==> src/rtl/pwm_decoder.sv <==
// pwm_decoder: measures period and high time of an asynchronous PWM input,
// reporting constant-level inputs by timeout through a valid/ready output register.
module pwm_decoder #(
    parameter int WIDTH       = 16,
    parameter int SYNC_STAGES = 2,
    parameter int TIMEOUT     = 2**WIDTH-1
) (
    input  logic             i_clk,
    input  logic             i_rst_n,
    input  logic             i_cg,
    input  logic             i_pwm,
    output logic [WIDTH-1:0] o_periodCount,
    output logic [WIDTH-1:0] o_highCount,
    output logic             o_constLevel,
    output logic             o_constHigh,
    output logic             o_overrun,
    output logic             o_valid,
    input  logic             i_ready
);
    typedef enum logic {SEARCH, MEASURE} state_t;
    localparam logic [WIDTH-1:0] TMO = WIDTH'(TIMEOUT);
    localparam logic [WIDTH-1:0] ONE = WIDTH'(1);

    state_t                 state_q, state_d;
    logic [SYNC_STAGES-1:0] sync_q, sync_d;
    logic                   prev_q, prev_d;
    logic [WIDTH-1:0]       period_ctr_q, period_ctr_d, high_ctr_q, high_ctr_d;
    logic [WIDTH-1:0]       period_q, period_d, high_q, high_d;
    logic                   const_q, const_d, const_high_q, const_high_d;
    logic                   overrun_q, overrun_d, valid_q, valid_d;
    logic                   s, rise, timeout, emit, load;

    always_comb begin
        s            = sync_q[SYNC_STAGES-1];
        rise         = s & ~prev_q;
        timeout      = ~rise && (period_ctr_q == TMO);
        // a rise in SEARCH closes only a partial period, so it is never reported
        emit         = timeout || (rise && state_q == MEASURE);
        load         = emit && (!valid_q || i_ready);
        sync_d       = {sync_q[SYNC_STAGES-2:0], i_pwm};
        prev_d       = s;
        state_d      = rise ? MEASURE : timeout ? SEARCH : state_q;
        period_ctr_d = (rise || timeout) ? ONE : period_ctr_q + ONE;
        high_ctr_d   = rise ? ONE
                     : (state_q == MEASURE && !timeout) ? high_ctr_q + WIDTH'(s)
                     : high_ctr_q;
        period_d     = !load ? period_q : timeout ? TMO : period_ctr_q;
        high_d       = !load ? high_q : timeout ? (s ? TMO : '0) : high_ctr_q;
        const_d      = load ? timeout : const_q;
        const_high_d = load ? (timeout & s) : const_high_q;
        valid_d      = load || (valid_q && !i_ready);
        overrun_d    = load ? 1'b0 : emit ? 1'b1 : i_ready ? 1'b0 : overrun_q;
    end

    always_ff @(posedge i_clk or negedge i_rst_n) begin
        if (!i_rst_n) begin
            state_q      <= SEARCH;
            sync_q       <= '0;
            prev_q       <= 1'b0;
            period_ctr_q <= '0;
            high_ctr_q   <= '0;
            period_q     <= '0;
            high_q       <= '0;
            const_q      <= 1'b0;
            const_high_q <= 1'b0;
            overrun_q    <= 1'b0;
            valid_q      <= 1'b0;
        end else if (i_cg) begin
            state_q      <= state_d;
            sync_q       <= sync_d;
            prev_q       <= prev_d;
            period_ctr_q <= period_ctr_d;
            high_ctr_q   <= high_ctr_d;
            period_q     <= period_d;
            high_q       <= high_d;
            const_q      <= const_d;
            const_high_q <= const_high_d;
            overrun_q    <= overrun_d;
            valid_q      <= valid_d;
        end
    end

    assign o_periodCount = period_q;
    assign o_highCount   = high_q;
    assign o_constLevel  = const_q;
    assign o_constHigh   = const_high_q;
    assign o_overrun     = overrun_q;
    assign o_valid       = valid_q;
endmodule

==> config.mk <==
export PLATFORM = sky130hd
export DESIGN_NAME = pwm_decoder
export DESIGN_NICKNAME = d
export VERILOG_FILES = /design/src/rtl/pwm_decoder.sv
export SDC_FILE = /design/constraint.sdc
export NUM_CORES = 1
export LEC_CHECK = 0
export CORE_ASPECT_RATIO = 0.6
export CORE_MARGIN = 10
export CORE_UTILIZATION = 45
export DETAILED_ROUTE_END_ITERATION = 8
export GPL_TIMING_DRIVEN = 0
export HOLD_SLACK_MARGIN = 0.12
export PLACE_DENSITY = 0.64
export SLEW_MARGIN = 30
export SYNTH_ARGS = -nofsm -noshare
export SYNTH_HDL_FRONTEND = slang
export SYNTH_SLANG_ARGS = --single-unit
==> constraint.sdc <==
create_clock -name i_clk -period 2.6 [get_ports i_clk]
set_input_delay 0.52 -clock i_clk [delete_from_list [all_inputs] [get_ports i_clk]]
set_output_delay 0.52 -clock i_clk [all_outputs]
set_load 0.02 [all_outputs]
== Yosys cells after proc, flatten, opt, wreduce, memory -nomap -nowiden ==
Index checks and enable logic that the tools add are counted.
Word-level totals
  output and inout port bits: 36
  input port bits: 5
  bits in registers: 72
Operators by class
  reductions and logical operators: 19
  $add $sub $neg: 2
  bitwise operators: 4
  equality and inequality tests: 1
  multiplexer cells: 11
Operator list (number)
  16-bit 2-to-1 mux: 6
  16-bit by 1-bit adder with 16-bit output: 1
  16-bit by 1-bit adder with 16-bit output, second input constant: 1
  16-bit == test, second input constant: 1
  2-bit AND reduction: 4
  1-bit logical AND: 5
  1-bit 2-to-1 mux: 5
  1-bit logical OR: 4
  2-bit nonzero test: 2
  1-bit zero test: 3
  3-bit nonzero test: 1
  1-bit bitwise AND: 2
  1-bit NOT: 2

== Longest topological paths before layout ==
  depth in word-level cells: 8
  depth in mapped cells: 7

== Least setup slack after synthesis ==
Ideal clock, no wire load.
  kind: register to register
  start: register period_ctr_q[0]
  end: register const_high_q, in the netlist o_constHigh
  slack: 0.483 ns
  required time: 2.475 ns
  arrival time: 1.993 ns
  buffers on the path: 1
  cell stages (with the launch flop): 8
  cells stage by stage: dfrtp_1 -> ha_1 -> nand4_1 -> nor4_4 -> mux2i_2 -> nor2_4 -> buf_6 -> mux2_2
Between the ends
  word-level cells in the longest chain between the ends: 5
Ends and longest elaborated chain
  start: declaration: line 27  | logic [WIDTH-1:0] period_ctr_q, period_ctr_d, high_ctr_q, high_ctr_d;
  start signal: assignment: line 72  | period_ctr_q <= period_ctr_d;
  16-bit == test (*): line 36  | timeout = ~rise && (period_ctr_q == TMO);
  1-bit logical AND (*): line 36
  1-bit logical OR: line 38  | emit = timeout || (rise && state_q == MEASURE);
  1-bit logical AND: line 39  | load = emit && (!valid_q || i_ready);
  2-bit AND reduction (no line)
  end signal: assignment: line 77  | const_high_q <= const_high_d;
  end: declaration: line 29  | logic const_q, const_d, const_high_q, const_high_d;
Every way passes the cells marked *; elsewhere a longest branch is shown, timed or not.
A chain may end at the register's enable or synchronous reset.

== Final worst setup path ==
  start: register period_ctr_q[0]
  end: register high_q[11], in the netlist o_highCount[11]
Between the ends
  word-level cells in the longest chain between the ends: 5
Ends and longest elaborated chain
  16-bit == test (*): line 36
  1-bit logical AND (*): line 36
  1-bit logical OR: line 38
  1-bit logical AND: line 39
  2-bit AND reduction (no line)
  end signal: assignment: line 75  | high_q <= high_d;
  end: declaration: line 28  | logic [WIDTH-1:0] period_q, period_d, high_q, high_d;
Marked as above.

==> results.sh <==
export IMPL_critPathLaunchType="register"
export IMPL_layout_nets=393
export IMPL_detail_route_antenna_nets=0
export IMPL_crit_start="period_ctr_q[0]"
export IMPL_ys_dominant_reg_cell="sky130_fd_sc_hd__dfrtp_1"
export IMPL_buffer_ports_inserted=39
export IMPL_critical_path_top_delay_family="simple AND/OR/NAND/NOR gates"
export IMPL_synth_seq_cells=72
export IMPL_rows=24
export IMPL_achievable_frequency_mhz=415
export IMPL_synth_net_count=340
export IMPL_layout_min_cycle_time_ns=2.41
export IMPL_timing_clock_skew_ns=0.00410
export IMPL_layout_commonest_cell="sky130_fd_sc_hd__dfrtp_1"
export IMPL_power_ir_vdd_worst_v=0.000522
export IMPL_yosys_cell_types_count=49
export IMPL_ctsRootBufferMaster="sky130_fd_sc_hd__clkbuf_16"
export IMPL_post_route_util_pct=58.7
export IMPL_edff_count_synth=0
export IMPL_dieWidth_um=134
export IMPL_hpwlAfterDp_um=6040
export IMPL_finalHoldViolations=0
export IMPL_fin_total_pwr_mw=3.63
export IMPL_outcome="completed"
export IMPL_place_gp_congestion=0.872
export IMPL_crit_path_end="o_highCount[11]"
export IMPL_asyncSetResetFlopFracSynth_pct=100
export IMPL_syn_to_final_growth_pct=23.8
export IMPL_worst_hold_path_type="in2async"
export IMPL_cp_slowest_cell="sky130_fd_sc_hd__nor4_4"
export IMPL_timing_worst_slew_pin_value_ns=0.589
export IMPL_timing_rr_start="period_ctr_q[0]"
export IMPL_core_area_um2=7450
export IMPL_clock_latency_ns=0.33
export IMPL_cp_peak_stage_delay_ns=0.43
export IMPL_worst_path_stages=7
export IMPL_post_cts_resize_count=0
export IMPL_drt_iter0_markers=309
export IMPL_overall_global_routing_resource_usage_pct=14.9
export IMPL_critical_path_reg2reg_endpoint="o_highCount[11]"
export IMPL_worstPathCellList="ha_1 > nand4_1 > nor4_4 > mux2i_2 > nor2_4 > buf_6 > mux2_2"
export IMPL_tritoncts="built"
export IMPL_setup_worst_path_end_class="register"
export IMPL_i_o_pin_count=41
export IMPL_drive_gt1_share_pct=18.0
export IMPL_ys_warn_count=0
export IMPL_ctsLongestPathBuffers=2
export IMPL_vias=2718
export IMPL_avgViaCountPerCell=5.51
export IMPL_cts_htree_levels=3
export IMPL_wire_length_of_the_first_global_routing_pass_um=14300
export IMPL_clkSlewWorstSetupHoldPaths_ns=0.06
export IMPL_max_slew_margin_pct=60.4
export IMPL_share_of_the_cycle_needed_by_the_critical_path_after_routing_pct=92.8
export IMPL_power_per_cell_area_nw_per_um2=831
export IMPL_post_detailed_route_wirelength_per_cell_um=17.1
export IMPL_grt_antenna_before_repair=0
export IMPL_grt_setup_unrepaired="false"
export IMPL_crit_arrival_ns=2.62
export IMPL_syn_area_per_cell_um2=10.6
export IMPL_grt_max_degree=42
export IMPL_setup_viol_count_final=0
export IMPL_post_synth_inst_count=332
export IMPL_timing_reg2reg_worst_path_depth=7
export IMPL_drt_drc_violations_left=0
export IMPL_crit_type="reg2reg"
export IMPL_max_cap_violations=0
export IMPL_ys_seq_area_share_pct=51.0
export IMPL_fp_dieArea_um2=11900
export IMPL_wl_um=8430
export IMPL_cts_sink_count=72
export IMPL_fp_dieH_um=88.6
export IMPL_syn_cell_area_um2=3530
export IMPL_cts_buffers_inserted=9
export IMPL_worst_endpoint_required_ns=2.81
export IMPL_static_leakage_power_nw=1.98
export IMPL_fin_hold_ws_ns=0.156
export IMPL_layout_common_cells="72 x sky130_fd_sc_hd__dfrtp_1, 39 x sky130_fd_sc_hd__nor2_1, 38 x sky130_fd_sc_hd__clkdlybuf4s50_1, 33 x sky130_fd_sc_hd__mux2_2, 26 x sky130_fd_sc_hd__nand2_1"
export IMPL_initial_core_util_pct=47.4
export IMPL_path_buf_inv=1
export IMPL_regToRegSetupSlack_ns=0.19
export IMPL_final_max_slew_violation_count=0
export IMPL_first_pass_iters=5
export IMPL_first_global_vias=2629
export IMPL_globalRoute_totalOverflow=0
export IMPL_crit_path_max_fanout=10
export IMPL_n_antenna_cell=0
-- per-layer routing --
layer	up-vias	GRT usage, %	part of all wire [%]
met2	97	18.7	38
met5	-	0	0
met4	0	3.93	0.96
met3	7	5.94	8.4
met1	1307	22.5	53
li1	1307	-	-
-- sequential cells by signal (all words and copies together) (netlist names) --
signal / flops
o_highCount: 16
o_constHigh: 1
o_overrun: 1
o_valid: 1
high_ctr_q: 16
prev_q: 1
period_ctr_q: 16
o_constLevel: 1
state_q: 1
o_periodCount: 16
sync_q: 2
-- metrics by stage --
step	instances	area [um^2]	worst slack, ns	setup TNS (ns)
detailed placement	476	4070	0.0466	0
global placement	475	4050	-1.48	-106.43
global route	493	4370	0.0681	0
finish	493	4370	0.188	0
floorplan	332	3530	0.483	0
CTS	491	4360	0.0268	0
-- final cells by class --
cell class	instances	area [um^2]
Fill cell	681	3070
Sequential cell	72	1800
Multi-Input combinational cell	237	1610
Timing Repair Buffer	42	423
Clock buffer	11	243
Tap cell	104	130
Buffer	18	104
Clock inverter	4	45.0
Inverter	5	18.8
-- logic make-up (layout without fill, tap and decap cells) --
kind of cell	after synthesis	in the layout	synth area share, %
AO/OA/AOI/OAI	65	65	11.8
XOR/XNOR	13	13	3.22
adder cells (fa/ha/maj)	3	3	1.06
multiplexers	35	35	11.2
flip-flops	72	72	51.0
AND/OR/NAND/NOR	121	121	18.2
buffers and inverters	23	80	3.47
-- how the worst min path moves through the flow --
stage                       end  depth (start not counted)
2_1_floorplan     high_ctr_q[0]                          0
3_3_place_gp   o_periodCount[7]                          1
3_5_place_dp   o_periodCount[7]                          1
4_1_cts          o_highCount[9]                          1
5_1_grt         o_highCount[13]                          1
6_report        o_highCount[13]                          1
-- power by group --
| part | switching (mW) | total [mW] | internal [mW] |
|---|---|---|---|
| Sequential | 0.202 | 1.52 | 1.32 |
| Clock | 0.448 | 1.21 | 0.758 |
| Combinational | 0.480 | 0.906 | 0.426 |
-- Yosys cell counts (2+ instances only) --
library cell	n	share of area, %
sky130_fd_sc_hd__mux2_2	33	11
sky130_fd_sc_hd__and4_1	2	0.50
sky130_fd_sc_hd__dfrtp_1	72	51
sky130_fd_sc_hd__nor3_1	5	0.71
sky130_fd_sc_hd__nor2_4	2	0.64
sky130_fd_sc_hd__or2_2	2	0.35
sky130_fd_sc_hd__a211o_1	6	1.5
sky130_fd_sc_hd__a31oi_1	3	0.53
sky130_fd_sc_hd__o31ai_1	4	0.85
sky130_fd_sc_hd__inv_1	5	0.53
sky130_fd_sc_hd__xor2_1	9	2.2
sky130_fd_sc_hd__nor4_1	5	0.89
sky130_fd_sc_hd__nor3b_1	2	0.42
sky130_fd_sc_hd__ha_1	3	1.1
sky130_fd_sc_hd__nand4_2	2	0.71
sky130_fd_sc_hd__a21oi_1	22	3.1
sky130_fd_sc_hd__xnor2_1	4	0.99
sky130_fd_sc_hd__o21ai_0	13	1.8
sky130_fd_sc_hd__nand3_1	14	2.0
sky130_fd_sc_hd__or4_1	4	0.85
sky130_fd_sc_hd__nand2_1	26	2.8
sky130_fd_sc_hd__nand4_1	6	1.1
sky130_fd_sc_hd__a21o_1	2	0.42
sky130_fd_sc_hd__and3_1	2	0.35
sky130_fd_sc_hd__o211ai_1	4	0.85
sky130_fd_sc_hd__buf_6	4	1.3
sky130_fd_sc_hd__o211a_1	3	0.85
sky130_fd_sc_hd__buf_2	2	0.28
sky130_fd_sc_hd__a22o_1	2	0.50
sky130_fd_sc_hd__nor2_1	39	4.1
sky130_fd_sc_hd__clkbuf_1	10	1.1
sky130_fd_sc_hd__nor2b_1	3	0.53
-- what timing repair did --
action	4_1_cts	5_1_grt
endpoints found under the setup margin	0	30
endpoints found under the hold margin	0	0
setup buffers	0	2
hold buffers	0	0
-- worst reg2reg max path: stages (launching register included) --
cell and delay, ns:
sky130_fd_sc_hd__dfrtp_1 0.42, sky130_fd_sc_hd__ha_1 0.22, sky130_fd_sc_hd__nand4_1 0.20, sky130_fd_sc_hd__nor4_4 0.43, sky130_fd_sc_hd__mux2i_2 0.21, sky130_fd_sc_hd__nor2_4 0.27
sky130_fd_sc_hd__buf_6 0.19, sky130_fd_sc_hd__mux2_2 0.35
(Power assumes the default switching activity.)
